[src/rtl/syscall_unit.sv]
`default_nettype none
// +----------------------------------------------------------------------------+
// | syscall_unit: writeback-stage syscall service (print_int/print_char/exit)  |
// | streaming ASCII bytes on a valid/ready port, stalling the pipeline.        |
// | Revision: 1.0                                                              |
// +----------------------------------------------------------------------------+
module syscall_unit #(
  parameter logic [31:0] CODE_PRINT_INT  = 32'd1,
  parameter logic [31:0] CODE_EXIT       = 32'd10,
  parameter logic [31:0] CODE_PRINT_CHAR = 32'd11,
  parameter int          MAX_DIGITS      = 10
) (
  input  logic        clk,
  input  logic        rst_n,
  input  logic        sys_valid,
  input  logic [31:0] sys_v,
  input  logic [31:0] sys_a,
  input  logic        out_ready,
  output logic        out_valid,
  output logic [7:0]  out_data,
  output logic        stall,
  output logic        halted,
  output logic        bad_sys
);

  localparam int c_DEPTH_W = $clog2(MAX_DIGITS + 1);

  typedef enum logic [2:0] {
    S_IDLE      = 3'd0,
    S_DIV       = 3'd1,
    S_EMIT_SIGN = 3'd2,
    S_EMIT_DIG  = 3'd3,
    S_EMIT_CHAR = 3'd4,
    S_DONE      = 3'd5,
    S_HALT      = 3'd6
  } state_t;

  state_t                 r_state;
  state_t                 w_nextState;
  logic [31:0]            r_mag;
  logic                   r_neg;
  logic [7:0]             r_char;
  logic [3:0]             r_rem;
  logic [4:0]             r_bitCnt;
  logic [7:0]             r_lifo [MAX_DIGITS];
  logic [c_DEPTH_W-1:0]   r_depth;
  logic                   r_badSys;

  logic [4:0]             w_trial;
  logic [4:0]             w_sub;
  logic                   w_qBit;
  logic [3:0]             w_newRem;
  logic [31:0]            w_quot;
  logic                   w_lastBit;
  logic                   w_known;
  logic [c_DEPTH_W-1:0]   w_topIdx;

  // Restoring divide by 10: the dividend shifts out of r_mag's MSB while the
  // quotient bits shift into its LSB, so after 32 steps r_mag holds the quotient.
  assign w_trial   = {r_rem, r_mag[31]};
  assign w_sub     = w_trial - 5'd10;
  assign w_qBit    = (w_trial >= 5'd10);
  assign w_newRem  = w_qBit ? w_sub[3:0] : w_trial[3:0];
  assign w_quot    = {r_mag[30:0], w_qBit};
  assign w_lastBit = (r_bitCnt == 5'd31);
  assign w_topIdx  = r_depth - {{(c_DEPTH_W-1){1'b0}}, 1'b1};
  assign w_known   = (sys_v == CODE_PRINT_INT) || (sys_v == CODE_PRINT_CHAR) ||
                     (sys_v == CODE_EXIT);

  always_ff @(posedge clk or negedge rst_n) begin
    if (!rst_n) begin
      r_state <= S_IDLE;
    end else begin
      r_state <= w_nextState;
    end
  end

  always_comb begin
    w_nextState = r_state;
    out_valid   = 1'b0;
    out_data    = 8'h00;
    stall       = 1'b0;
    halted      = 1'b0;
    bad_sys     = 1'b0;
    case (r_state)
      S_IDLE: begin
        if (sys_valid) begin
          stall = 1'b1;
          if (sys_v == CODE_PRINT_CHAR)     w_nextState = S_EMIT_CHAR;
          else if (sys_v == CODE_PRINT_INT) w_nextState = S_DIV;
          else if (sys_v == CODE_EXIT)      w_nextState = S_HALT;
          else                              w_nextState = S_DONE;
        end
      end
      S_DIV: begin
        stall = 1'b1;
        if (w_lastBit && (w_quot == 32'd0)) begin
          w_nextState = r_neg ? S_EMIT_SIGN : S_EMIT_DIG;
        end
      end
      S_EMIT_SIGN: begin
        stall     = 1'b1;
        out_valid = 1'b1;
        out_data  = 8'h2D;
        if (out_ready) w_nextState = S_EMIT_DIG;
      end
      S_EMIT_DIG: begin
        stall     = 1'b1;
        out_valid = 1'b1;
        out_data  = r_lifo[w_topIdx];
        if (out_ready && (r_depth == {{(c_DEPTH_W-1){1'b0}}, 1'b1})) begin
          w_nextState = S_DONE;
        end
      end
      S_EMIT_CHAR: begin
        stall     = 1'b1;
        out_valid = 1'b1;
        out_data  = r_char;
        if (out_ready) w_nextState = S_DONE;
      end
      S_DONE: begin
        bad_sys     = r_badSys;
        w_nextState = S_IDLE;
      end
      S_HALT: begin
        stall  = 1'b1;
        halted = 1'b1;
      end
      default: w_nextState = S_IDLE;
    endcase
  end

  always_ff @(posedge clk or negedge rst_n) begin
    if (!rst_n) begin
      r_mag    <= 32'd0;
      r_neg    <= 1'b0;
      r_char   <= 8'h00;
      r_rem    <= 4'd0;
      r_bitCnt <= 5'd0;
      r_depth  <= '0;
      r_badSys <= 1'b0;
    end else begin
      case (r_state)
        S_IDLE: begin
          if (sys_valid) begin
            // Two's-complement magnitude; 0x80000000 maps onto itself as unsigned.
            r_mag    <= sys_a[31] ? (~sys_a + 32'd1) : sys_a;
            r_neg    <= sys_a[31];
            r_char   <= sys_a[7:0];
            r_rem    <= 4'd0;
            r_bitCnt <= 5'd0;
            r_depth  <= '0;
            r_badSys <= !w_known;
          end
        end
        S_DIV: begin
          r_bitCnt <= r_bitCnt + 5'd1;
          r_mag    <= w_quot;
          if (w_lastBit) begin
            r_rem   <= 4'd0;
            r_depth <= r_depth + {{(c_DEPTH_W-1){1'b0}}, 1'b1};
          end else begin
            r_rem   <= w_newRem;
          end
        end
        S_EMIT_DIG: begin
          if (out_ready) r_depth <= w_topIdx;
        end
        default: ;
      endcase
    end
  end

  // Digit storage needs no reset: r_depth alone defines what is valid.
  always_ff @(posedge clk) begin
    if ((r_state == S_DIV) && w_lastBit) begin
      r_lifo[r_depth] <= 8'h30 + {4'h0, w_newRem};
    end
  end

endmodule
`default_nettype wire
[config.mk]
export PLATFORM = sky130hd
export DESIGN_NAME = syscall_unit
export DESIGN_NICKNAME = d
export VERILOG_FILES = /design/src/rtl/syscall_unit.sv
export SDC_FILE = /design/constraint.sdc
export NUM_CORES = 1
export LEC_CHECK = 0
export CORE_UTILIZATION = 35
export CTS_CLUSTER_SIZE = 14
export DETAILED_ROUTE_END_ITERATION = 16
export GPL_ROUTABILITY_DRIVEN = 0
export SLEW_MARGIN = 25
export SYNTH_ARGS = -nofsm -noshare
export SYNTH_HDL_FRONTEND = slang
export SYNTH_SLANG_ARGS = --single-unit
[constraint.sdc]
create_clock -name clk -period 3.7 [get_ports clk]
set_input_delay 0.925 -clock clk [delete_from_list [all_inputs] [get_ports clk]]
set_output_delay 0.925 -clock clk [all_outputs]
set_load 0.03 [all_outputs]
==> metrics.md <==
| Metric | Value |
|---|---|
| Initial core utilization | 36.3% |
| Xor/xnor share of the synthesized area | 2.98% |
| Die Span Y | 128 microns |
| DRC viols | 0 |
| Top-count cell post-synth | nand2_1 |
| RSZ-0062 raised after global routing | no |
| Post-CTS Setup Bufs | 0 |
| Adder-cell share of the synthesized area | 2.02% |
| FF-to-FF Start | r_mag[31] |
| Async SR Flop Fraction | 59.2% |
| Post-Synth Simple-Gate Area | 20.6% |
| Number of flops mapped to enable cells by yosys | 40 |
| Clock sink count | 98 |
| Worst endpoint required time | 2.77 ns |
| Min-delay src | r_char[7] |
| I/O Buffers | 79 |
| Dpl hpwl | 10.8 mm |
| Post-synthesis sequential area ratio | 47.6% |
| Vias in the first global route | 4513 |
| Post-synthesis cell count | 529 |
| Clk Latency, worst-skew pair | 0.35 ns |
| Synthesized net count | 606 |
| Arrival time at the worst endpoint | 2.61 ns |
| First-pass GRT wire length | 23.8 mm |
| Area Growth Syn to Fin | 23.5% |
| DP Cell Count | 801 |
| Fin crit share | 95.5% |
| Die area | 16400 sq um |
| Final setup fails | 0 |
| Non-Filler Instances | 817 |
| # diodes | 0 |
| Detailed Routing Iterations Pass 1 | 5 |
| Post-synth top cells | nand2_1 (75), dfrtp_1 (58), edfxtp_1 (40), o21ai_0 (30), a22oi_1 (29) |
| Fin nets | 678 |
| Worst r2r dst | r_lifo[0][2] |
| Ys Warns | 0 |
| Worst Hold Class | register to register |
| Core box area | 15400 sq um |
| H-tree depth | 3 |
| Syn Area/Cell | 10.5 sq um |
| # rows | 45 |
| R2R cell count | 3 |
| CTS tree | yes |
| Hold depth | 2 |
| Max-Cap Viols | 0 |
| Final Slew Violations | 0 |
| Post-Route WL | 14.5 mm |
| Post-route design area | 6890 sq um |
| Status | finished, final reports clean |
| GRT overflow | 0 |
| Die width | 128 microns |
| Synth Area in Compound Gates | 16.0% |
| Reg2reg setup slack | 1.18 ns |
| Number of hold violations in the final report | 0 |
| Max frequency | 283 MHz |
| Mux share of post-synthesis cell area | 7.20% |
| Fin crit period | 3.53 ns |
| Critical Path End Type | output port |
| Clock transition at path regs | 0.08 ns |
| Via count | 4449 |
| Worst vdd ir | 0.392 mV |
| Proportion of layout cells with a drive suffix above 1 | 11.6% |
| Largest family of logic cells by synthesized area | simple AND/OR/NAND/NOR gates |
| Top-area cell type share of the netlist area | 26.0% |
| Worst-Margin Slew | 0.871 ns |
| Num CTS Buffers | 9 |
| Netlist cell types | 69 |
| Pleak | 2.61 nW |
| Vias per cell | 5.45 |
| Register bit total from synthesis | 98 |
| WL/cell | 17.7 microns |
| Top cells by area, synth | dfrtp_1 (26%), edfxtp_1 (22%), nand2_1 (5.0%) |
| Initial antenna violation count | 0 |
| Type of origin of the critical path | register |
| Yosys top cell by area | dfrtp_1 |
| Final ANT Viol Nets | 0 |
| IO Count | 80 |
| GRT Util Overall | 18.7% |
| Setup Skew | 0.00669 ns |
| Clk buf depth | 2 |
| Largest net degree at the start of global routing | 45 |
| Worst slew margin | 40.3% |
| Root Buffer | clkbuf_16 |
| Setup TNS | 0 ns |
| Initial DRC count | 372 |
| CTS resizes | 4 |
| Top FF cell, synth | dfrtp_1 |
| # hold bufs at CTS | 0 |
| CP max FO | 9 |
| Hold EP | r_char[7] |
| Placed instance area | 6590 sq um |
| Setup CP Type | register to output port |
| Mapped Area | 5580 sq um |
| Pwr/cell area | 701 nW/um^2 |
-- report_power, final --
part	total (mW)	internal, mW	switching (mW)
Combinational	2.12	0.896	1.22
Clock	0.949	0.481	0.468
Sequential	1.76	1.48	0.286
-- placed cells by master, fill, tap and decap left out, types with 9 or more instances in the layout --
| cell type | count |
|---|---|
| edfxtp_1 | 40 |
| nor4_1 | 21 |
| buf_4 | 16 |
| a22oi_1 | 29 |
| nor3_1 | 12 |
| nand2_1 | 75 |
| xor2_1 | 15 |
| mux2i_1 | 21 |
| nor2b_1 | 14 |
| inv_1 | 11 |
| clkdlybuf4s50_1 | 74 |
| clkbuf_16 | 9 |
| nor2_1 | 25 |
| dfrtp_1 | 58 |
| a21oi_1 | 9 |
| o21ai_0 | 30 |
-- how the worst max path moves through the flow --
stage / from / end / slack [ns] / depth (start not counted)
floorplan: r_depth[0] / out_data[0] / 0.33 / 9
global placement: r_depth[1] / out_data[3] / 0.25 / 7
detailed placement: r_depth[1] / out_data[3] / 0.22 / 7
CTS: r_depth[1] / out_data[3] / 0.14 / 7
global route: r_depth[1] / out_data[3] / 0.05 / 7
finish: r_depth[1] / out_data[3] / 0.17 / 7
-- cells by family (layout without fill, tap and decap cells) --
logic type,Yosys count,after routing
compound gates,123,123
xor+xnor,19,19
fa+ha+maj,9,9
buf+inv,44,121
flops,98,98
mux,30,30
simple gates,206,206
-- registers in the layout, summed over array words and instances (netlist names), 3 cells and up --
register and flops:
r_lifo 40, r_mag 32, r_char 8, r_bitCnt 5
r_depth 4, r_rem 4, r_state 3
-- worst max-delay path, cell delays in order (launching register included) --
cell and delay [ns]:
dfrtp_1 0.47, inv_1 0.14, ha_2 0.48, mux4_2 0.33
mux2i_1 0.18, nor2_1 0.06, a221o_1 0.24, dlygate4sd2_1 0.35
-- area by class of cell --
| cell class | count | area, sq um |
|---|---|---|
| clock buffer | 9 | 225 |
| multi-input combinational | 387 | 2730 |
| clock inverter | 7 | 76.3 |
| timing repair buffer | 94 | 892 |
| tap | 211 | 264 |
| inverter | 11 | 41.3 |
| sequential | 98 | 2650 |
| fill | 1426 | 8490 |
-- per-layer routing --
| metal | up-vias | track usage [%] | wire (microns) |
|---|---|---|---|
| met3 | 10 | 2.84 | 563 |
| met5 | - | 0 | 0 |
| met1 | 2185 | 25.4 | 6770 |
| met4 | 0 | 5.19 | 137 |
| li1 | 2144 | - | - |
| met2 | 110 | 30.8 | 7020 |
-- per-stage QoR --
stage | power (mW) | setup WS (ns) | hold WS [ns] | utilization, %
CTS | 4.86 | 0.143 | 0.482 | 44.8
floorplan | 3.19 | 0.335 | 0.438 | -
global placement | 3.85 | 0.253 | 0.452 | 42.8
finish | 4.83 | 0.166 | 0.482 | 44.8
global route | 5.17 | 0.0520 | 0.521 | 44.8
detailed placement | 3.92 | 0.217 | 0.463 | 42.8
Power figures use the tool's default switching activity.
==> variant 1: new RTL, config.mk and constraints unchanged <==
`MAX_DIGITS`: 10 -> 11.
--- a/src/rtl/syscall_unit.sv
+++ b/src/rtl/syscall_unit.sv
@@ -10,3 +10,3 @@
   parameter logic [31:0] CODE_PRINT_CHAR = 32'd11,
-  parameter int          MAX_DIGITS      = 10
+  parameter int          MAX_DIGITS      = 11
 ) (
Formal check against the unedited RTL: no difference found for any inputs over 10 cycles, from zero or initial values and one cycle with rst_n low; that may be too few to reach the edited logic, so the function may still have changed.
==> variant 1 against the original RTL <==
Count of clock-buffer cells in the layout up 1; sequential cell count is 4 higher; area after synthesis down 0.36%; worst setup slack lost 0.028 ns; clock power shrank 4.4%; final area about the same; clock skew is 0.0029 ns higher; power shrank 16%; wire length increased by 0.68%; highest routed layer unchanged.
==> variant 1: results (changes against the original RTL) <==
NonClk Buf Share=0.1300 (was 0.1296); top cells by count, synth=68 x nand2_1, 58 x dfrtp_1, 44 x edfxtp_1, 31 x nor2_1 (was 75 x nand2_1, 58 x dfrtp_1, 40 x edfxtp_1, 30 x o21ai_0, 29 x a22oi_1); hpwl dp=10480 µm (was 10850 µm); routed vias=4594 (was 4449); status=completed (unchanged); Worst Hold Endpoint=r_char[6]$_DFFE_PN0P_ (was r_char[7]$_DFFE_PN0P_); Routed WL=14600 µm (was 14500 µm); VDD IR max=0.2746 mV (was 0.3920 mV); fraction of layout cells with a size suffix above 1=0.08943 (was 0.1155); syn avg cell area=10.38 µm² (was 10.54 µm²); # nets final=687 (was 678); Seq/Total Area, Yosys=0.4991 (was 0.4758); Compound-Gate Fraction of Synth Area=0.1495 (was 0.1605); top flop regs=r_lifo: 44 flops, r_mag: 32 flops, r_char: 8 flops (was r_lifo: 40 flops, r_mag: 32 flops, r_char: 8 flops); sequential share of cell area=0.4024 (was 0.3852); CP arrival=2.64 ns (was 2.61 ns); reg2reg setup slack=0.99 ns (was 1.18 ns); largest net degree at the start of global routing=49 (was 45); fillers=1457 (was 1426); syn nets=612 (was 606); number of global-route vias before repair=4470 (was 4513); Tightest Pin Transition=0.9246 ns (was 0.8708 ns); antenna violations before repair=1 (was 0); Post-Synth Adder-Cell Area=0.02027 (was 0.02020); dpl cells=810 (was 801); multi-input logic cell count=390 (was 387); sequential cells=102 (was 98); Critical R2R Capture=r_lifo[8][3]$_DFFE_PP_ (was r_lifo[0][2]$_DFFE_PP_); Worst Path Max Fanout=10 (was 9); CLK BUF=10 (was 9); FF-to-FF Start=r_state[0]$_DFFE_PN0P_ (was r_mag[31]$_DFFE_PN0P_); nonclk buf count=95 (was 94); asr flop ratio synth=0.5686 (was 0.5918); post-synthesis xor/xnor area fraction=0.02207 (was 0.02985); number of flops mapped to enable cells by yosys=44 (was 40); multi-input combinational area share=0.3821 (was 0.3971); post-synthesis mux area share=0.08108 (was 0.07204); GRT Util Overall=0.1871 (was 0.1866); Max stage delay cell, worst path=ha_1 (was ha_2); min-delay src=r_char[6]$_DFFE_PN0P_ (was r_char[7]$_DFFE_PN0P_); CP peak stage delay=0.58 ns (was 0.48 ns); Leak=2.587 nW (was 2.606 nW); wire per inst=17.67 µm (was 17.75 µm); clock skew=0.009606 ns (was 0.006692 ns); first-pass GRT wire length=23600 µm (was 23850 µm); dpl ws=0.2420 ns (was 0.2174 ns); inverter count=12 (was 11); top area cells in the synthesized netlist=dfrtp_1 26%, edfxtp_1 24%, mux2i_1 4.9%, nand2_1 4.6%, a22oi_1 3.9% (was dfrtp_1 26%, edfxtp_1 22%, nand2_1 5.0%, a22oi_1 3.9%, mux2i_1 3.8%); cts repair resizes=0 (was 4); Yosys cell types=52 (was 69)
## variant 1: through the flow
stage / instance area (µm²) / hold slack (ns) / total power, W
floorplan: 5555 / 0.4379 / 0.002673
global placement: 6604 / 0.4562 / 0.003097
detailed placement: 6606 / 0.4604 / 0.003136
CTS: 6887 / 0.4770 / 0.004048
global route: 6890 / 0.4947 / 0.004294
finish: 6890 / 0.4729 / 0.004039
## variant 1: power breakdown
group / leakage [nW] / switching, W / internal, W
registers: 1.09 / 0.000286 / 0.00160
clock network: 0.140 / 0.000438 / 0.000469
logic: 1.36 / 0.000673 / 0.000571
total: 2.59 / 0.00140 / 0.00264
## variant 1: per-layer routing
metal	up-vias	routed length, µm	track usage
met3	22	867	0.04508
li1	2189	-	-
met4	0	200	0.05606
met1	2226	6383	0.2374
met2	157	7148	0.3155
met5	-	0	0
## variant 1: worst min-delay path, stage by stage, from the launching register on
cell and delay [ns]:
dfrtp_1 0.34, nand2_1 0.05, nand2_1 0.06
==> variant 2: new RTL, config.mk and constraints unchanged <==
Without the edit above. The 7 states of `state_t` get a one-hot encoding in 7 bits.
--- a/src/rtl/syscall_unit.sv
+++ b/src/rtl/syscall_unit.sv
@@ -27,10 +27,10 @@
 
-  typedef enum logic [2:0] {
-    S_IDLE      = 3'd0,
-    S_DIV       = 3'd1,
-    S_EMIT_SIGN = 3'd2,
-    S_EMIT_DIG  = 3'd3,
-    S_EMIT_CHAR = 3'd4,
-    S_DONE      = 3'd5,
-    S_HALT      = 3'd6
+  typedef enum logic [6:0] {
+    S_IDLE      = 7'b0000001,
+    S_DIV       = 7'b0000010,
+    S_EMIT_SIGN = 7'b0000100,
+    S_EMIT_DIG  = 7'b0001000,
+    S_EMIT_CHAR = 7'b0010000,
+    S_DONE      = 7'b0100000,
+    S_HALT      = 7'b1000000
   } state_t;
Check against the original RTL: same outputs for any inputs over 10 cycles, from zero or initial values and one cycle with rst_n low; not proved beyond that.
==> variant 2 against the original RTL <==
Wire length fell by 1.3%; synthesized cell count up 0.38%; critical path depth rose by 1; worst setup slack better by 0.0095 ns; sequential cell count increased by 4; sequential share of layout area up 1.2 points; core utilization rose by 0.25 points; final area grew 0.56%; area after synthesis increased by 0.20%; highest routed layer unchanged.
Power is not compared: it rests on default switching activity, and its combinational part moved more than twofold at a synthesized area within 25%.
==> variant 2: results (changes against the original RTL) <==
largest net degree at the start of global routing=41 (was 45); P_int=0.002242 W; M3 GR Usage=0.03035 (was 0.02838); first-pass iteration count of the detailed router=5 (unchanged); fraction of layout cells with a size suffix above 1=0.1106 (was 0.1155); top sig layer=met4 (unchanged); met1 usage=0.2544 (was 0.2541); status=completed (unchanged); number of flops mapped to enable cells by yosys=40 (unchanged); critical path class=reg -> out (unchanged); input/output buffers=79 (unchanged); Post-Synth Adder-Cell Area=0.02016 (was 0.02020); Yosys cell types=58 (was 69); met2 wire len=6895 µm (was 7024 µm); first-pass GRT wire length=23770 µm (was 23850 µm); Worst Path Max Fanout=8 (was 9); GRT Util Overall=0.1872 (was 0.1866); Tightest Pin Transition=0.9264 ns (was 0.8708 ns); post-synthesis xor/xnor area fraction=0.05330 (was 0.02985); fillers=1449 (was 1426); hold_buf cts=0 (unchanged); # nets final=687 (was 678); Cells after Synth=531 (was 529); clock skew=0.006729 ns (was 0.006692 ns); Num CTS Buffers=9 (unchanged); asr flop ratio synth=0.6078 (was 0.5918); Compound-Gate Fraction of Synth Area=0.1695 (was 0.1605); Max stage delay cell, worst path=dfrtp_1 (was ha_2); initial drt markers=336 (was 372); Final Util=0.4505 (was 0.4479); HP Class=reg -> reg (unchanged); post-synthesis mux area share=0.05398 (was 0.07204); syn nets=608 (was 606); top flop regs=r_lifo: 40 flops, r_mag: 32 flops, r_char: 8 flops (unchanged); Seq/Total Area, Yosys=0.4929 (was 0.4758); wire per inst=17.33 µm (was 17.75 µm); CP arrival=2.60 ns (was 2.61 ns); routed wl met3=632 µm (was 563 µm); hpwl dp=10660 µm (was 10850 µm); Biggest register=r_lifo (unchanged); yosys warns=0 (unchanged); top cells by count, synth=61 x dfrtp_1, 54 x nand2_1, 45 x o21ai_0, 40 x edfxtp_1, 30 x a22oi_1 (was 75 x nand2_1, 58 x dfrtp_1, 40 x edfxtp_1, 30 x o21ai_0, 29 x a22oi_1); average vias per placed instance=5.534 (was 5.446); placed cell areas=0.006641 mm² (was 0.006585 mm²); worst skew pair latency=0.35 ns (about the same); met2 GRT Util=0.3075 (was 0.3078); cts repair resizes=1 (was 4); WL met1=6637 µm (was 6774 µm); CP peak stage delay=0.48 ns (about the same); top area cells in the synthesized netlist=dfrtp_1 27%, edfxtp_1 22%, xor2_1 4.5%, a22oi_1 4.0%, o21ai_0 4.0% (was dfrtp_1 26%, edfxtp_1 22%, nand2_1 5.0%, a22oi_1 3.9%, mux2i_1 3.8%); H-tree levels=3 (unchanged); antenna violations before repair=0 (unchanged); dpl ws=0.2760 ns (was 0.2174 ns); routed vias=4571 (was 4449); pwr dens=a little under 500 mW/mm²; Largest delay share family, worst path=multiplexers (unchanged); dpl cells=810 (was 801)
-- variant 2: final timing paths --
check                           slack (ns)                     end               startpoint  cells past startpoint
worst max register to register        0.85  r_state[6]$_DFFE_PN0P_  r_bitCnt[0]$_DFFE_PN0P_                      9
worst min-delay path                  0.48   r_char[4]$_DFFE_PN0P_    r_char[4]$_DFFE_PN0P_                      2
min in group asynchronous             0.53   r_mag[10]$_DFFE_PN0P_                    rst_n                      1
worst max-delay path                  0.18             out_data[3]   r_depth[1]$_DFFE_PN0P_                      8
max in group asynchronous             2.44  r_depth[3]$_DFFE_PN0P_                    rst_n                      2
worst min register to register        0.48   r_char[4]$_DFFE_PN0P_    r_char[4]$_DFFE_PN0P_                      2
-- variant 2: area by class of cell --
cell class,count,share of cell area
Clock inverter,7,0.008132
Clock buffer,9,0.03253
Timing Repair Buffer,101,0.1343
Sequential cell,102,0.3977
Tap cell,211,0.03813
Multi-Input combinational cell,380,0.3806
Inverter,16,0.008674
